===== src/rtl/fetch_pkg.sv =====
// Shared types and constants for the fetch stage.
package fetch_pkg;

    localparam int XLEN = 32;

    // addi x0,x0,0 -- the canonical bubble instruction.
    localparam logic [XLEN-1:0] NOP_INST = 32'h00000013;

    typedef enum logic [1:0] {
        LOAD = 2'd0,
        RUN  = 2'd1,
        HALT = 2'd2
    } fetch_state_e;

endpackage


===== src/rtl/if_id_reg.sv =====
// IF/ID pipeline register: holds {pc, inst, valid}; a squash inserts a bubble.
module if_id_reg
    import fetch_pkg::*;
#(
    parameter logic [XLEN-1:0] NOP = NOP_INST
) (
    input  logic            clk,
    input  logic            rst,
    input  logic            load_en_i,
    input  logic            squash_i,
    input  logic [XLEN-1:0] pc_i,
    input  logic [XLEN-1:0] inst_i,
    output logic [XLEN-1:0] pc_o,
    output logic [XLEN-1:0] inst_o,
    output logic            valid_o
);

    logic [XLEN-1:0] pc_q;
    logic [XLEN-1:0] inst_q;
    logic            valid_q;

    // Squash beats load; with neither asserted the stage holds (stall).
    always_ff @(posedge clk or posedge rst) begin
        if (rst) begin
            pc_q    <= '0;
            inst_q  <= NOP;
            valid_q <= 1'b0;
        end else if (squash_i) begin
            pc_q    <= pc_i;
            inst_q  <= NOP;
            valid_q <= 1'b0;
        end else if (load_en_i) begin
            pc_q    <= pc_i;
            inst_q  <= inst_i;
            valid_q <= 1'b1;
        end
    end

    assign pc_o    = pc_q;
    assign inst_o  = inst_q;
    assign valid_o = valid_q;

endmodule


===== src/rtl/imem_fetch_ctrl.sv =====
// Fetch controller: loads the program into imem, then fetches sequentially
// with stall/redirect handling and parks in HALT past the end of the program.
module imem_fetch_ctrl
    import fetch_pkg::*;
#(
    parameter int unsigned     DEPTH    = 81,
    parameter logic [XLEN-1:0] RESET_PC = 32'h0,
    parameter logic [XLEN-1:0] NOP      = NOP_INST
) (
    input  logic            clk,
    input  logic            rst,
    input  logic            load_valid,
    input  logic [XLEN-1:0] load_data,
    input  logic            load_last,
    output logic            load_ready,
    output logic [XLEN-1:0] imem_addr,
    output logic            imem_we,
    output logic [XLEN-1:0] imem_wdata,
    input  logic [XLEN-1:0] imem_inst,
    input  logic            stall,
    input  logic            redirect,
    input  logic [XLEN-1:0] redirect_pc,
    output logic [XLEN-1:0] if_pc,
    output logic [XLEN-1:0] if_inst,
    output logic            if_valid,
    output logic            halted
);

    localparam int IDX_W = (DEPTH > 1) ? $clog2(DEPTH) : 1;
    localparam int LEN_W = $clog2(DEPTH + 1);

    fetch_state_e     state_q, state_d;
    logic [IDX_W-1:0] idx_q, idx_d;
    logic [LEN_W-1:0] prog_len_q, prog_len_d;
    logic [XLEN-1:0]  pc_q, pc_d;
    logic             ifid_load;
    logic             ifid_squash;
    logic             past_end;

    // PC has run off the loaded program (word index compared to length).
    assign past_end = (pc_q >> 2) >= XLEN'(prog_len_q);

    // State, loader index, program length and PC registers.
    always_ff @(posedge clk or posedge rst) begin
        if (rst) begin
            state_q    <= LOAD;
            idx_q      <= '0;
            prog_len_q <= '0;
            pc_q       <= RESET_PC;
        end else begin
            // NOTE: non-blocking assignments so every register samples the
            // pre-edge values computed by the combinational block.
            state_q    <= state_d;
            idx_q      <= idx_d;
            prog_len_q <= prog_len_d;
            pc_q       <= pc_d;
        end
    end

    // Next-state, memory port and IF/ID control decode.
    always_comb begin
        // NOTE: every signal gets a default first so no latch is inferred.
        state_d     = state_q;
        idx_d       = idx_q;
        prog_len_d  = prog_len_q;
        pc_d        = pc_q;
        load_ready  = 1'b0;
        imem_addr   = pc_q;
        imem_we     = 1'b0;
        imem_wdata  = '0;
        ifid_load   = 1'b0;
        ifid_squash = 1'b0;

        case (state_q)
            LOAD: begin
                load_ready = 1'b1;
                imem_addr  = XLEN'(idx_q) << 2;
                imem_we    = load_valid;
                imem_wdata = load_data;
                if (load_valid) begin
                    idx_d = idx_q + IDX_W'(1);
                    if (load_last || idx_q == IDX_W'(DEPTH - 1)) begin
                        prog_len_d = LEN_W'(idx_q) + LEN_W'(1);
                        pc_d       = RESET_PC;
                        state_d    = RUN;
                    end
                end
            end
            RUN, HALT: begin
                if (redirect) begin
                    // Squash the wrong-path fetch; a HALT may be undone by a
                    // backward branch still in flight.
                    ifid_squash = 1'b1;
                    pc_d        = redirect_pc & ~XLEN'(3);
                    state_d     = RUN;
                end else if (state_q == HALT) begin
                    state_d = HALT;
                end else if (past_end) begin
                    ifid_squash = 1'b1;
                    state_d     = HALT;
                end else if (!stall) begin
                    ifid_load = 1'b1;
                    pc_d      = pc_q + XLEN'(4);
                end
            end
            default: state_d = LOAD;
        endcase
    end

    assign halted = (state_q == HALT);

    if_id_reg #(
        .NOP(NOP)
    ) u_if_id (
        .clk      (clk),
        .rst      (rst),
        .load_en_i(ifid_load),
        .squash_i (ifid_squash),
        .pc_i     (pc_q),
        .inst_i   (imem_inst),
        .pc_o     (if_pc),
        .inst_o   (if_inst),
        .valid_o  (if_valid)
    );

endmodule

===== config.mk =====
export PLATFORM = sky130hd
export DESIGN_NAME = imem_fetch_ctrl
export DESIGN_NICKNAME = d
export VERILOG_FILES = /design/src/rtl/fetch_pkg.sv /design/src/rtl/if_id_reg.sv /design/src/rtl/imem_fetch_ctrl.sv
export SDC_FILE = /design/constraint.sdc
export NUM_CORES = 1
export LEC_CHECK = 0
export ABC_AREA = 1
export BUFFER_PORTS_ARGS = -buffer_cell sky130_fd_sc_hd__buf_2
export CORE_UTILIZATION = 50
export CTS_BUF_LIST = sky130_fd_sc_hd__clkbuf_16
export CTS_CLUSTER_SIZE = 30
export DETAILED_ROUTE_END_ITERATION = 8
export GPL_ROUTABILITY_DRIVEN = 0
export PLACE_DENSITY_LB_ADDON = 0.15
export SYNTH_ARGS = -nofsm -noshare
export SYNTH_HDL_FRONTEND = slang
export SYNTH_HIERARCHICAL = 1
export SYNTH_SLANG_ARGS = --single-unit

===== constraint.sdc =====
create_clock -name clk -period 3.3 [get_ports clk]
set_clock_uncertainty 0.2 [all_clocks]
set_input_delay 0.33 -clock clk [delete_from_list [all_inputs] [get_ports clk]]
set_output_delay 0.33 -clock clk [all_outputs]
set_load 0.05 [all_outputs]

==> flow_summary.json, run 1 <==
{
  "syn-instance-count": 899,
  "critPathLaunch": "state_q[0]$_DFFE_PP0P_",
  "grt_max_degree": 66,
  "max-cap-violations": 0,
  "placedCellCount": 1270,
  "die-area_sq_um": 13100,
  "grt_pass1_wl_mm": 28.8,
  "row_count": 40,
  "rsz0062_at_grt": "no",
  "worstPathCellList": "inv_1 -> ha_2 -> buf_4 -> nand2_1 -> o21ai_0 -> buf_2",
  "critPathKind": "reg -> out",
  "dp_slack_ps": 769,
  "cts_hold_buf": 1,
  "final-setup-viol-count": 0,
  "vdd_drop_max_v": 0.000591,
  "relSlewSlack": 0.264,
  "cts_max_path_buffers": 2,
  "arrival_ps": 2260,
  "start_kind": "flop",
  "setup_ws_ps": 512,
  "synth_cell_types": 36,
  "port-buffer-count": 229,
  "clkTransAtPathRegs_ps": 80,
  "clkLatencyLatePin_ps": 350,
  "hpwl_mm": 13.5,
  "ys_seq_elements": 111,
  "cts_setup_buffers": 0,
  "yosysTopAreaCell": "dfrtp_1",
  "critPathRequiredTime_ps": 2770,
  "critPathBufInv": 3,
  "drive_gt1_frac": 0.256,
  "cts_tree": "built",
  "globalRoute.totalOverflow": 0,
  "synth_most_common_cell": "nand2_1",
  "fin_tns_setup_ps": 0,
  "slowest_stage": "buf_4",
  "synth.top_cell.area_share": 0.427,
  "grt_pass1_vias": 5782,
  "min_period_ps": 2790,
  "die_width_microns": 115,
  "layout.cells.non_filler": 1287,
  "drtIter0Drc": 512,
  "drc": 0,
  "totalWireLength_mm": 18.3,
  "grt_antenna_before_repair": 0,
  "p_leak_nw": 4.77,
  "cts_made_buffers": 9,
  "crit_path_max_incr_delay_ps": 440,
  "end_kind": "primary output",
  "design.core.area_sq_um": 12200,
  "fin_crit_sh": 0.845,
  "synth_edf_count": 0,
  "powerDensity_nw_per_um2": 1110,
  "worstReg2RegStart": "pc_q[6]$_DFFE_PP0P_",
  "die_h_microns": 115,
  "grt_util_all_layers": 0.284,
  "areaGrowthSynthToFinish_pct": 23.7,
  "timing.fmax_mhz": 359,
  "firstDrtPassIters": 7,
  "syn-cell-area_sq_um": 6330,
  "initial_utilization": 0.520,
  "hold_viol": 0,
  "avgSynthCellArea_sq_um": 7.04,
  "wl_per_cell_microns": 14.2,
  "pin_count": 234,
  "h-tree-depth": 3,
  "ys.warnings.count": 6,
  "drv_slew": 0,
  "detail-route-antenna-nets": 0,
  "hp-start": "imem_inst[10]",
  "vias_per_cell": 4.97,
  "synth_common_cells": "nand2_1, dfrtp_1, inv_1",
  "tightest_slew_ps": 1100,
  "ys_seq_area_frac": 0.440,
  "cts_sinks": 111,
  "cts-root-buf": "clkbuf_16",
  "worst_hold_path_type": "in -> reg",
  "fin_nets": 1229,
  "route.vias.total": 6398,
  "critical-path-top-delay-family": "buffers and inverters",
  "num_antenna_cells": 0,
  "path_max_fanout": 46,
  "post_cts_resized": 0,
  "status": "finished clean",
  "synth.area.top_cells": "dfrtp_1, nand2_1, inv_1, nand3_1, nor2_1",
  "async_flop_share": 1.00,
  "synth_ff_type": "dfrtp_1"
}
==> cells by family (layout without fill, tap and decap cells) <==
kind of cell	count (synthesis)	after routing	share of synthesized area
and+or+nand+nor	543	543	0.352
buffers and inverters	146	363	0.106
DFF	111	111	0.440
AOI/OAI and AO/OA	79	79	0.0672
adders and majority gates	13	13	0.0257
xor gates and xnor gates	5	5	0.00692
other	1	4	0.000593
muxes	1	1	0.00178
==> final cells by class <==
class                   count  area, sq um
clock buffers               9          225
clock inverters             7         66.3
repair buffers            245         1270
inverters                 102          383
fillers                  1152         4330
well taps                 168          210
flip-flops and latches    111         2780
multi-input cells         645         2900
==> routing by layer <==
layer | wire [microns] | vias to the layer above | track usage | part of all wire
li1 | - | 3199 | - | -
met1 | 7840 | 2890 | 0.367 | 0.43
met2 | 8770 | 286 | 0.481 | 0.48
met3 | 1310 | 23 | 0.0487 | 0.071
met4 | 388 | 0 | 0.100 | 0.021
met5 | 0 | - | 0 | 0
==> stage by stage <==
step	instance area, sq um	hold slack, ps	utilization	total power [W]
after floorplan	6340	251	-	0.00638
after global placement	7530	248	0.619	0.00755
after detailed placement	7530	254	0.619	0.00762
after CTS	7830	4.98	0.644	0.00870
after global routing	7830	4.54	0.644	0.00929
final	7830	10.9	0.644	0.00869
==> worst paths after layout <==
kind,to,slack (ps),depth (start not counted)
min reg2reg,u_if_id/inst_o[11]$_DFFE_PP0P_,270,2
min in group asynchronous,pc_q[24]$_DFFE_PP0P_,490,3
min,u_if_id/inst_o[10]$_DFFE_PP0P_,10,3
max in group asynchronous,pc_q[5]$_DFFE_PP0P_,1670,4
max,imem_addr[7],510,6
max reg2reg,u_if_id/pc_o[27]$_DFFE_PP0P_,730,13
==> flip-flops by register name, summed over array words and instances, names as in the netlist <==
name / count
u_if_id/inst_o: 32
u_if_id/pc_o: 32
pc_q: 30
idx_q: 7
prog_len_q: 7
state_q: 2
u_if_id/valid_o: 1
==> power by group <==
part           total (W)  internal (W)  leakage (nW)  switching [W]
clock network    0.00106      0.000529         0.141       0.000528
registers        0.00229       0.00182          1.47       0.000471
logic            0.00534       0.00129          3.16        0.00405
total            0.00869       0.00364          4.77        0.00505
==> worst min-delay path: stages <==
cell and delay [ps]:
buf_2 80, nand3_1 60, nand2_1 60
==> placed cells by master, fill, tap and decap left out, drive strengths merged, types with 2 or more instances in the layout <==
cell type | Yosys | routed
o21ai | 63 | 63
a21oi | 9 | 9
dfstp | 3 | 3
ha | 13 | 13
clkbuf | 13 | 9
nand2 | 385 | 385
o31ai | 2 | 2
nor2 | 78 | 78
dfrtp | 108 | 108
nand3 | 62 | 62
nor3 | 7 | 7
conb | 1 | 4
clkinv | 1 | 6
buf | 31 | 244
xor2 | 4 | 4
nand4 | 9 | 9
a22oi | 3 | 3
o22ai | 2 | 2
inv | 101 | 102
Note: power is estimated with default switching activity, not from simulation.
==> run 2: changes to the inputs <==
- CORE_UTILIZATION: 50 -> 45
- clock period: 3.3 -> 2.5 ns (I/O delays scaled with it)
==> run 2 against run 1 <==
Against the previous run:
- utilization fell by 1.4 points
- total power rose by 38%
- global-route usage fell by 1.9 points
- worst hold slack got worse by 6.0 ps
- via count rose by 3.7%
- non-clock buffer count rose by 58
- first-iteration DRC count fell by 34%
- sequential share of layout area fell by 2.7 points
- wire length rose by 3.2%
- critical path depth did not move
- design area rose by 8.3%
- count of clock-buffer cells in the layout did not move
- critical path type unchanged
- critical endpoint is now imem_wdata[14]
==> flow_summary.json, run 2 (synthesis gave the netlist of run 1 again) <==
{
  "tightest_slew_ps": 868,
  "grt_util_met1": 0.350,
  "p_leak_nw": 5.08,
  "worstReg2RegStart": "pc_q[7]$_DFFE_PP0P_",
  "hpwl_mm": 13.8,
  "cts_sinks": 111,
  "layout.cells.non_filler": 1353,
  "fin_area_sq_um": 8480,
  "fin_crit_sh": 0.935,
  "drive_gt1_frac": 0.268,
  "grt_busiest_layer": "met2",
  "areaGrowthSynthToFinish_pct": 34.0,
  "grt_antenna_before_repair": 0,
  "crit_path_end": "imem_wdata[14]",
  "die_width_microns": 121,
  "design.core.area_sq_um": 13500,
  "vias_per_cell": 4.90,
  "end_kind": "primary output",
  "drtIter0Drc": 337,
  "grt_pass1_wl_mm": 29.9,
  "die_h_microns": 121,
  "switching_power_w": 0.00675,
  "globalRoute.totalOverflow": 0,
  "final-setup-viol-count": 0,
  "grt_max_degree": 36,
  "seq_power_share": 0.232,
  "timing.rr.end": "u_if_id/pc_o[13]$_DFFE_PP0P_",
  "status": "finished clean",
  "use_met2": 0.437,
  "hold_viol": 0,
  "placedCellCount": 1303,
  "p_comb_frac": 0.654,
  "powerDensity_nw_per_um2": 1420,
  "fin_nets": 1287,
  "detail-route-antenna-nets": 0,
  "worst-r2r-cell-count": 12,
  "critPathLaunch": "state_q[0]$_DFFE_PP0P_",
  "num_antenna_cells": 0,
  "drv_slew": 0,
  "place_area_sq_um": 7840,
  "min_period_ps": 2340,
  "drc": 0,
  "relSlewSlack": 0.418,
  "die-area_sq_um": 14500,
  "grtUsageMet3": 0.0439,
  "critPathKind": "reg -> out",
  "vdd_drop_max_v": 0.000831,
  "grt_pass1_vias": 6163,
  "rsz0062_at_grt": "no",
  "arrival_ps": 1890,
  "clkLatencyLatePin_ps": 350,
  "power.share.switching": 0.561,
  "totalWireLength_mm": 18.9,
  "initial_utilization": 0.470,
  "final_common_cell": "nand2_1",
  "route.vias.total": 6635,
  "hold_ws_ps": 4.94,
  "pin_count": 234,
  "r2r_setup_slack_ps": 180,
  "cts_max_path_buffers": 2,
  "wl_per_cell_microns": 14.0,
  "port-buffer-count": 229,
  "p_int_w": 0.00528,
  "critPathRequiredTime_ps": 2050,
  "path_max_fanout": 30,
  "final_cell_mix": "nand2_1, buf_2, dfrtp_1, inv_1, nor2_1",
  "h-tree-depth": 3,
  "max-cap-violations": 0,
  "grt_util_all_layers": 0.265,
  "cts-root-buf": "clkbuf_16",
  "post-route-util": 0.630,
  "cts_made_buffers": 9,
  "clkPwrFrac": 0.113,
  "nFillCells": 1242,
  "cts_tree": "built",
  "timing.fmax_mhz": 428,
  "firstDrtPassIters": 5,
  "worst_hold_path_type": "in -> reg",
  "row_count": 42,
  "clkTransAtPathRegs_ps": 70,
  "start_kind": "flop",
  "fin_tns_setup_ps": 0
}
-- run 2: layer usage --
layer	vias to the layer above	routed length, microns	part of all wire
li1	3324	-	-
met1	2991	8580	0.45
met2	284	8570	0.45
met3	36	1240	0.065
met4	0	524	0.028
met5	-	0	0
-- run 2: final cells by class --
cell class	instances	area, sq um	share of cell area
well taps	176	220	0.0260
clock inverters	7	57.6	0.00679
clock buffers	9	225	0.0266
flip-flops and latches	111	2780	0.328
repair buffers	303	1890	0.223
multi-input cells	645	2920	0.345
inverters	102	383	0.0452
-- run 2: metrics by stage --
step	setup WS (ps)	total power, W
finish	164	0.0120
global route	0.797	0.0129
CTS	3.61	0.0120
detailed placement	39.5	0.0106
global placement	74.3	0.0105
floorplan	-279	0.00846
-- run 2: how the worst min path moves through the flow --
stage / to / depth (start not counted) / startpoint / slack (ps)
final: pc_q[20]$_DFFE_PP0P_ / 5 / redirect_pc[20] / 5
after floorplan: u_if_id/inst_o[0]$_DFFE_PP1P_ / 2 / imem_inst[0] / 170
after global placement: u_if_id/pc_o[4]$_DFFE_PP0P_ / 3 / rst / 170
after CTS: pc_q[20]$_DFFE_PP0P_ / 5 / redirect_pc[20] / 0.3
after global routing: pc_q[27]$_DFFE_PP0P_ / 5 / redirect_pc[27] / 20
after detailed placement: u_if_id/pc_o[4]$_DFFE_PP0P_ / 3 / rst / 170
-- run 2: power by group through the flow --
stage          Combinational (W)  Clock (W)  Sequential (W)
2_1_floorplan            0.00480          0         0.00366
3_3_place_gp             0.00772          0         0.00281
3_5_place_dp             0.00777          0         0.00282
4_1_cts                  0.00784    0.00139         0.00279
5_1_grt                  0.00856    0.00146         0.00287
6_report                 0.00787    0.00136         0.00280
-- run 2: critical path, stage by stage (launching register included) --
cell     delay, ps
dfrtp_1        410
inv_1          130
ha_4           260
buf_4          320
nand2_1         90
inv_1           70
buf_2          250
-- run 2: repair_timing --
| action | CTS | global route |
|---|---|---|
| setup endpoints to repair | 0 | 99 |
| buffers inserted | 0 | 1 |
| hold buffers | 33 | 0 |
| resized for setup | 0 | 3 |
| hold endpoints to repair | 115 | 0 |
